File: src/rtl/ntt_layer_sequencer.sv
// ntt_layer_sequencer
// Runs one NTT/INTT layer over a 256-coefficient Kyber polynomial.
// Each cycle it issues one coefficient pair (j, j+len) to a dual-read RAM.
// One cycle later the RAM data goes to the butterfly. The butterfly results
// are written back in place, using an address tag FIFO that does not depend
// on the butterfly latency.
//
// Ports
//   clk, r                 clock, asynchronous active-low reset
//   start, log_len, inverse  layer request (log_len = k, len = 2^k)
//   rd_en, rd_addr_a/b     RAM read request (data returns 1 cycle later)
//   rd_data_a/b            RAM read data
//   bf_in_1/2, bf_valid_in butterfly operands and strobe
//   bf_inverse, grp_idx    butterfly mode and twiddle group of the pair
//   bf_valid_out, bf_u/v   butterfly results
//   wr_en, wr_addr_a/b, wr_data_a/b  RAM write-back
//   busy, done, err        status (err is sticky until reset)
module ntt_layer_sequencer #(
    parameter int N       = 256,
    parameter int AW      = 8,
    parameter int TAG_DEP = 8
) (
    input  logic          clk,
    input  logic          r,
    input  logic          start,
    input  logic [2:0]    log_len,
    input  logic          inverse,
    output logic [AW-1:0] rd_addr_a,
    output logic [AW-1:0] rd_addr_b,
    output logic          rd_en,
    input  logic [11:0]   rd_data_a,
    input  logic [11:0]   rd_data_b,
    output logic [11:0]   bf_in_1,
    output logic [11:0]   bf_in_2,
    output logic          bf_valid_in,
    output logic          bf_inverse,
    output logic [6:0]    grp_idx,
    input  logic          bf_valid_out,
    input  logic [11:0]   bf_u,
    input  logic [11:0]   bf_v,
    output logic          wr_en,
    output logic [AW-1:0] wr_addr_a,
    output logic [AW-1:0] wr_addr_b,
    output logic [11:0]   wr_data_a,
    output logic [11:0]   wr_data_b,
    output logic          busy,
    output logic          done,
    output logic          err
);

    localparam int PW  = AW - 1;
    localparam int PTW = $clog2(TAG_DEP);
    localparam int CW  = $clog2(TAG_DEP + 1);
    localparam logic [PW-1:0] LAST_P = PW'(N / 2 - 1);
    localparam logic [CW-1:0] FULL   = CW'(TAG_DEP);

    typedef enum logic [1:0] {S_IDLE, S_ISSUE, S_DRAIN, S_DONE} state_t;

    state_t          r_state;
    logic [PW-1:0]   r_p;
    logic [2:0]      r_k;
    logic            r_inv;
    logic            r_rd_en;
    logic [AW-1:0]   r_rd_addr_a;
    logic [AW-1:0]   r_rd_addr_b;
    logic [6:0]      r_rd_grp;
    logic            r_valid_in;
    logic [6:0]      r_grp_out;
    logic            r_busy;
    logic            r_done;
    logic            r_err;
    logic [2*AW-1:0] r_tags [TAG_DEP];
    logic [PTW-1:0]  r_wptr;
    logic [PTW-1:0]  r_rptr;
    logic [CW-1:0]   r_count;

    logic [AW-1:0]   w_p_ext;
    logic [AW-1:0]   w_len;
    logic [AW-1:0]   w_grp;
    logic [AW-1:0]   w_j;
    logic [AW-1:0]   w_jb;
    logic            w_pop;
    logic            w_room;
    logic            w_issue;
    logic [2*AW-1:0] w_head;

    // Pair p maps to j = (group << (k+1)) | offset-in-group. The partner is j+len.
    assign w_p_ext = {1'b0, r_p};
    assign w_len   = AW'(1) << r_k;
    assign w_grp   = w_p_ext >> r_k;
    assign w_j     = (w_grp << ({1'b0, r_k} + 4'd1)) | (w_p_ext & (w_len - AW'(1)));
    assign w_jb    = w_j + w_len;

    // A pop that happens on the same edge frees a slot. This lets the FIFO stay
    // full at steady state without stalling the issue.
    assign w_pop   = bf_valid_out && (r_count != '0);
    assign w_room  = (r_count != FULL) || w_pop;
    assign w_issue = (r_state == S_ISSUE) && w_room;
    assign w_head  = r_tags[r_rptr];

    // RAM data passes straight through to the butterfly. Outside a valid slot
    // the operands are zero.
    assign rd_en       = r_rd_en;
    assign rd_addr_a   = r_rd_addr_a;
    assign rd_addr_b   = r_rd_addr_b;
    assign bf_valid_in = r_valid_in;
    assign bf_in_1     = r_valid_in ? rd_data_a : '0;
    assign bf_in_2     = r_valid_in ? rd_data_b : '0;
    assign grp_idx     = r_grp_out;
    assign bf_inverse  = r_inv;

    // The write-back presents the FIFO head in the same cycle as the butterfly result.
    assign wr_en     = w_pop;
    assign wr_addr_a = w_pop ? w_head[2*AW-1:AW] : '0;
    assign wr_addr_b = w_pop ? w_head[AW-1:0] : '0;
    assign wr_data_a = w_pop ? bf_u : '0;
    assign wr_data_b = w_pop ? bf_v : '0;

    assign busy = r_busy;
    assign done = r_done;
    assign err  = r_err;

    // Tag storage holds the in-flight write addresses. It has no reset,
    // because the pointers and the count define which slots are valid.
    always_ff @(posedge clk) begin
        if (w_issue) begin
            r_tags[r_wptr] <= {w_j, w_jb};
        end
    end

    // The layer FSM, issue pipeline, tag FIFO bookkeeping and status flags
    always_ff @(posedge clk or negedge r) begin
        if (!r) begin
            r_state     <= S_IDLE;
            r_p         <= '0;
            r_k         <= '0;
            r_inv       <= 1'b0;
            r_rd_en     <= 1'b0;
            r_rd_addr_a <= '0;
            r_rd_addr_b <= '0;
            r_rd_grp    <= '0;
            r_valid_in  <= 1'b0;
            r_grp_out   <= '0;
            r_busy      <= 1'b0;
            r_done      <= 1'b0;
            r_err       <= 1'b0;
            r_wptr      <= '0;
            r_rptr      <= '0;
            r_count     <= '0;
        end else begin
            r_rd_en    <= w_issue;
            r_valid_in <= r_rd_en;
            r_grp_out  <= r_rd_en ? r_rd_grp : '0;
            r_done     <= 1'b0;

            if (w_issue) begin
                r_rd_addr_a <= w_j;
                r_rd_addr_b <= w_jb;
                r_rd_grp    <= 7'(w_grp);
                r_p         <= r_p + 1'b1;
                r_wptr      <= (r_wptr == PTW'(TAG_DEP - 1)) ? '0 : r_wptr + 1'b1;
            end
            if (w_pop) begin
                r_rptr <= (r_rptr == PTW'(TAG_DEP - 1)) ? '0 : r_rptr + 1'b1;
            end
            case ({w_issue, w_pop})
                2'b10:   r_count <= r_count + CW'(1);
                2'b01:   r_count <= r_count - CW'(1);
                default: r_count <= r_count;
            endcase

            if (bf_valid_out && !w_pop) begin
                r_err <= 1'b1;
            end

            case (r_state)
                S_IDLE: begin
                    if (start) begin
                        r_state <= S_ISSUE;
                        r_k     <= log_len;
                        r_inv   <= inverse;
                        r_p     <= '0;
                        r_busy  <= 1'b1;
                    end
                end
                S_ISSUE: begin
                    if (w_issue && (r_p == LAST_P)) begin
                        r_state <= S_DRAIN;
                    end
                end
                S_DRAIN: begin
                    if ((r_count == '0) && !r_rd_en && !r_valid_in) begin
                        r_state <= S_DONE;
                        r_done  <= 1'b1;
                    end
                end
                S_DONE: begin
                    r_state <= S_IDLE;
                    r_busy  <= 1'b0;
                end
                default: r_state <= S_IDLE;
            endcase
        end
    end

endmodule
File: config.mk
export PLATFORM = sky130hd
export DESIGN_NAME = ntt_layer_sequencer
export DESIGN_NICKNAME = d
export VERILOG_FILES = /design/src/rtl/ntt_layer_sequencer.sv
export SDC_FILE = /design/constraint.sdc
export NUM_CORES = 1
export LEC_CHECK = 0
export BUFFER_PORTS_ARGS = -buffer_cell sky130_fd_sc_hd__buf_2
export CELL_PAD_IN_SITES_DETAIL_PLACEMENT = 0
export CELL_PAD_IN_SITES_GLOBAL_PLACEMENT = 1
export CORE_MARGIN = 2
export CORE_UTILIZATION = 45
export CTS_BUF_LIST = sky130_fd_sc_hd__clkbuf_8
export DETAILED_ROUTE_END_ITERATION = 10
export PLACE_DENSITY = 0.89
export SLEW_MARGIN = 10
export SYNTH_ARGS = -nofsm -noshare
export SYNTH_HDL_FRONTEND = slang
export SYNTH_SLANG_ARGS = --single-unit
File: constraint.sdc
create_clock -name clk -period 5.6 [get_ports clk]
set_input_delay 0 -clock clk [delete_from_list [all_inputs] [get_ports clk]]
set_output_delay 0 -clock clk [all_outputs]
set_load 0.03 [all_outputs]
==> impl_metrics.csv <==
group,metric,value,unit
timing,setup_ws,0.980,ns
logic_synthesis,synth_top_area_share,43.7,%
run_status,status,"complete, no violations",
timing,slew_headroom,23.4,%
floorplanning,rows,51,
logic_synthesis,postSynthCellCount,648,
logic_synthesis,ys_seq_area_share,60.2,%
grt,grt_antenna_before_repair,0,
critical_path,r2r_slack,0.98,ns
timing,finalCritPeriodShare,82.5,%
timing,fin_crit,4.62,ns
hold_path,hp-class,"input pin to asynchronous set/reset pin",
route,wire_per_inst,18.2,um
logic_synthesis,synthFlopType,"edfxtp_1",
grt,grt_use_total,18.9,%
final_layout,antennaDiodeCount,0,
timing,slew_violations,0,
logic_synthesis,synth.net_count,732,
logic_synthesis,synth_warnings,0,
route,antenna_left,0,
final_layout,syn_to_final_growth,17.5,%
clocking,insertion_delay,0.47,ns
clocking,clk_pin_slew,0.11,ns
logic_synthesis,synth-seq-cells,186,
floorplanning,die_w,144,um
route,drc,0,
clocking,ctsResizeCount,0,
grt,grt_max_degree,59,
floorplanning,start_util,45.5,%
route,avgViaCountPerCell,5.30,
route,drt_first_pass_iters,5,
timing,max_freq,0.216,GHz
clocking,htree_levels,4,
clocking,cts-root-buf,"clkbuf_8",
floorplanning,die_y,144,um
route,first_iter_violations,527,
final_layout,postLayoutCellArea,10300,sq um
floorplanning,coreArea,19300,sq um
final_layout,layout-drive-gt1-share,31.4,%
timing,hold_viol,0,
placement,dpl.hpwl,12700,um
logic_synthesis,ys_async_sr_fraction,31.2,%
final_layout,postLayoutCoreUtil,53.4,%
logic_synthesis,syn-cell-area,8790,sq um
timing,rsz0062_at_grt,"no",
logic_synthesis,syn_area_per_cell,13.6,sq um
timing,skew,0.0180,ns
critical_path,crit_path_start_kind,"flip-flop",
logic_synthesis,ys_top_cells_by_area,"edfxtp_1, dfrtp_1, mux4_2, ha_1, mux2i_1",
placement,place_ws,1.09,ns
route,vias,5666,
clocking,cts_buffers,17,
floorplanning,top_level_ports,150,
clocking,cts_tree,"built",
timing,setup_viol,0,
final_layout,nets,876,
power,p_per_area,564,nW/um^2
route,wl,19500,um
timing,final.setup.tns,0,ns
clocking,clockBufferDepth,2,
placement,portBuffers,149,
critical_path,critPathArrivalTime,4.98,ns
critical_path,critPathKind,"flip-flop to flip-flop",
flow_run,maxCapViolCount,0,
power,leakage,4.39,nW
logic_synthesis,synth_edf_count,128,
critical_path,required,5.96,ns
floorplanning,die_area,20700,sq um
placement,postPlaceCellArea,9840,sq um
final_layout,final.fill_count,1613,
final_layout,final_common_cell,"buf_2",
grt,grt_pass1_wl,29600,um
critical_path,end_kind,"flip-flop",
timing,max_slew.worst_pin.slew,1.15,ns
critical_path,critical_path.max_fanout,23,
placement,gp_congestion,0.853,
grt,first_global_vias,5469,
power,ir_drop,0.362,mV
final_layout,final_cell_mix,"buf_2, edfxtp_1, nand2_1",
grt,grt_overflow,0,
logic_synthesis,synth_top_cell_by_area,"edfxtp_1",
clocking,cts_num_sinks,186,
logic_synthesis,ys_types,59,
## routing by layer
| metal | vias up | track usage (%) | share of wire (%) |
|---|---|---|---|
| li1 | 2668 | - | - |
| met1 | 2821 | 26.9 | 45 |
| met2 | 168 | 30.5 | 50 |
| met3 | 9 | 3.63 | 4.4 |
| met4 | 0 | 4.13 | 0.56 |
| met5 | - | 0 | 0 |
## cell families after synthesis
family	synth area share (%)
AND/OR/NAND/NOR	11.8
adder cells (fa/ha/maj)	4.16
buffers and inverters	2.98
multiplexers	13.2
flip-flops	60.2
XOR/XNOR	1.85
AO/OA/AOI/OAI	5.78
## what timing repair did
action	4_1_cts	5_1_grt
hold endpoints to repair	65	0
buffers inserted	0	0
hold buffers	7	0
## report_power, final
group | internal, mW | leakage, nW | switching [mW]
Combinational | 0.975 | 2.26 | 1.70
Clock | 0.376 | 0.202 | 0.531
Sequential | 2.00 | 1.93 | 0.242
## critical path: stages, from the launching register on
cell and delay (ns):
dfrtp_1 0.82, inv_1 0.21, ha_1 0.63, inv_1 0.18, o21ai_0 0.30, a22oi_1 0.15
o22ai_1 0.54, ha_1 0.40, a211oi_1 0.21, nor2_1 0.09, o41ai_1 0.29, xnor3_1 0.39
mux2_4 0.30
## through the flow
stage	power (mW)	hold slack, ns	cells
6_report	5.83	0.202	1070
5_1_grt	6.17	0.274	1070
4_1_cts	5.85	0.223	1070
3_5_place_dp	4.94	0.213	1031
3_3_place_gp	4.89	0.208	1031
2_1_floorplan	4.18	-0.296	648
## path summary, 6_finish.rpt
kind                            cells past startpoint      endpoint         from
max in group asynchronous                           3     r_rptr[0]            r
worst min register to register                      2   r_rd_grp[4]  r_rd_grp[4]
min in group clk                                    4        r_k[0]   log_len[0]
worst max-delay path                               12  rd_addr_b[7]       r_k[1]
worst min-delay path                                3    r_state[1]            r
worst max register to register                     12  rd_addr_b[7]       r_k[1]
## state kept, by name (all words and copies together) (netlist names)
signal       cells
r_p              7
r_wptr           3
r_count          4
r_tags         128
done             1
rd_addr_a        8
r_rd_grp         7
grp_idx          7
busy             1
rd_addr_b        8
err              1
r_state          2
bf_inverse       1
rd_en            1
r_rptr           3
bf_valid_in      1
r_k              3
## cell usage after synthesis (all sizes together) (2+ instances only)
library cell,number
clkbuf,27
and3,24
ha,26
o22ai,3
o221ai,3
a21o,6
mux2i,30
o31ai,3
nor3b,2
nor4b,2
xor2,4
nand3,12
nor2b,3
and2,37
nand2b,4
nor3,14
inv,23
o21bai,2
mux2,10
nor4,2
a221oi,2
fa,2
edfxtp,128
nor2,45
o21ai,15
o41ai,4
o21a,2
mux4,33
buf,15
xnor2,12
dfrtp,58
a21oi,16
nand2,58
a22oi,2
## cell type report
cell class / instances / area (sq um) / share of cell area, %
multi-input cells: 397 / 3300 / 32.0
clock inverters: 15 / 179 / 1.73
flip-flops and latches: 186 / 5300 / 51.3
well taps: 265 / 332 / 3.21
clock buffers: 17 / 234 / 2.27
inverters: 23 / 86.3 / 0.836
repair buffers: 167 / 898 / 8.70
No activity file was read; power rests on OpenSTA's default activity.
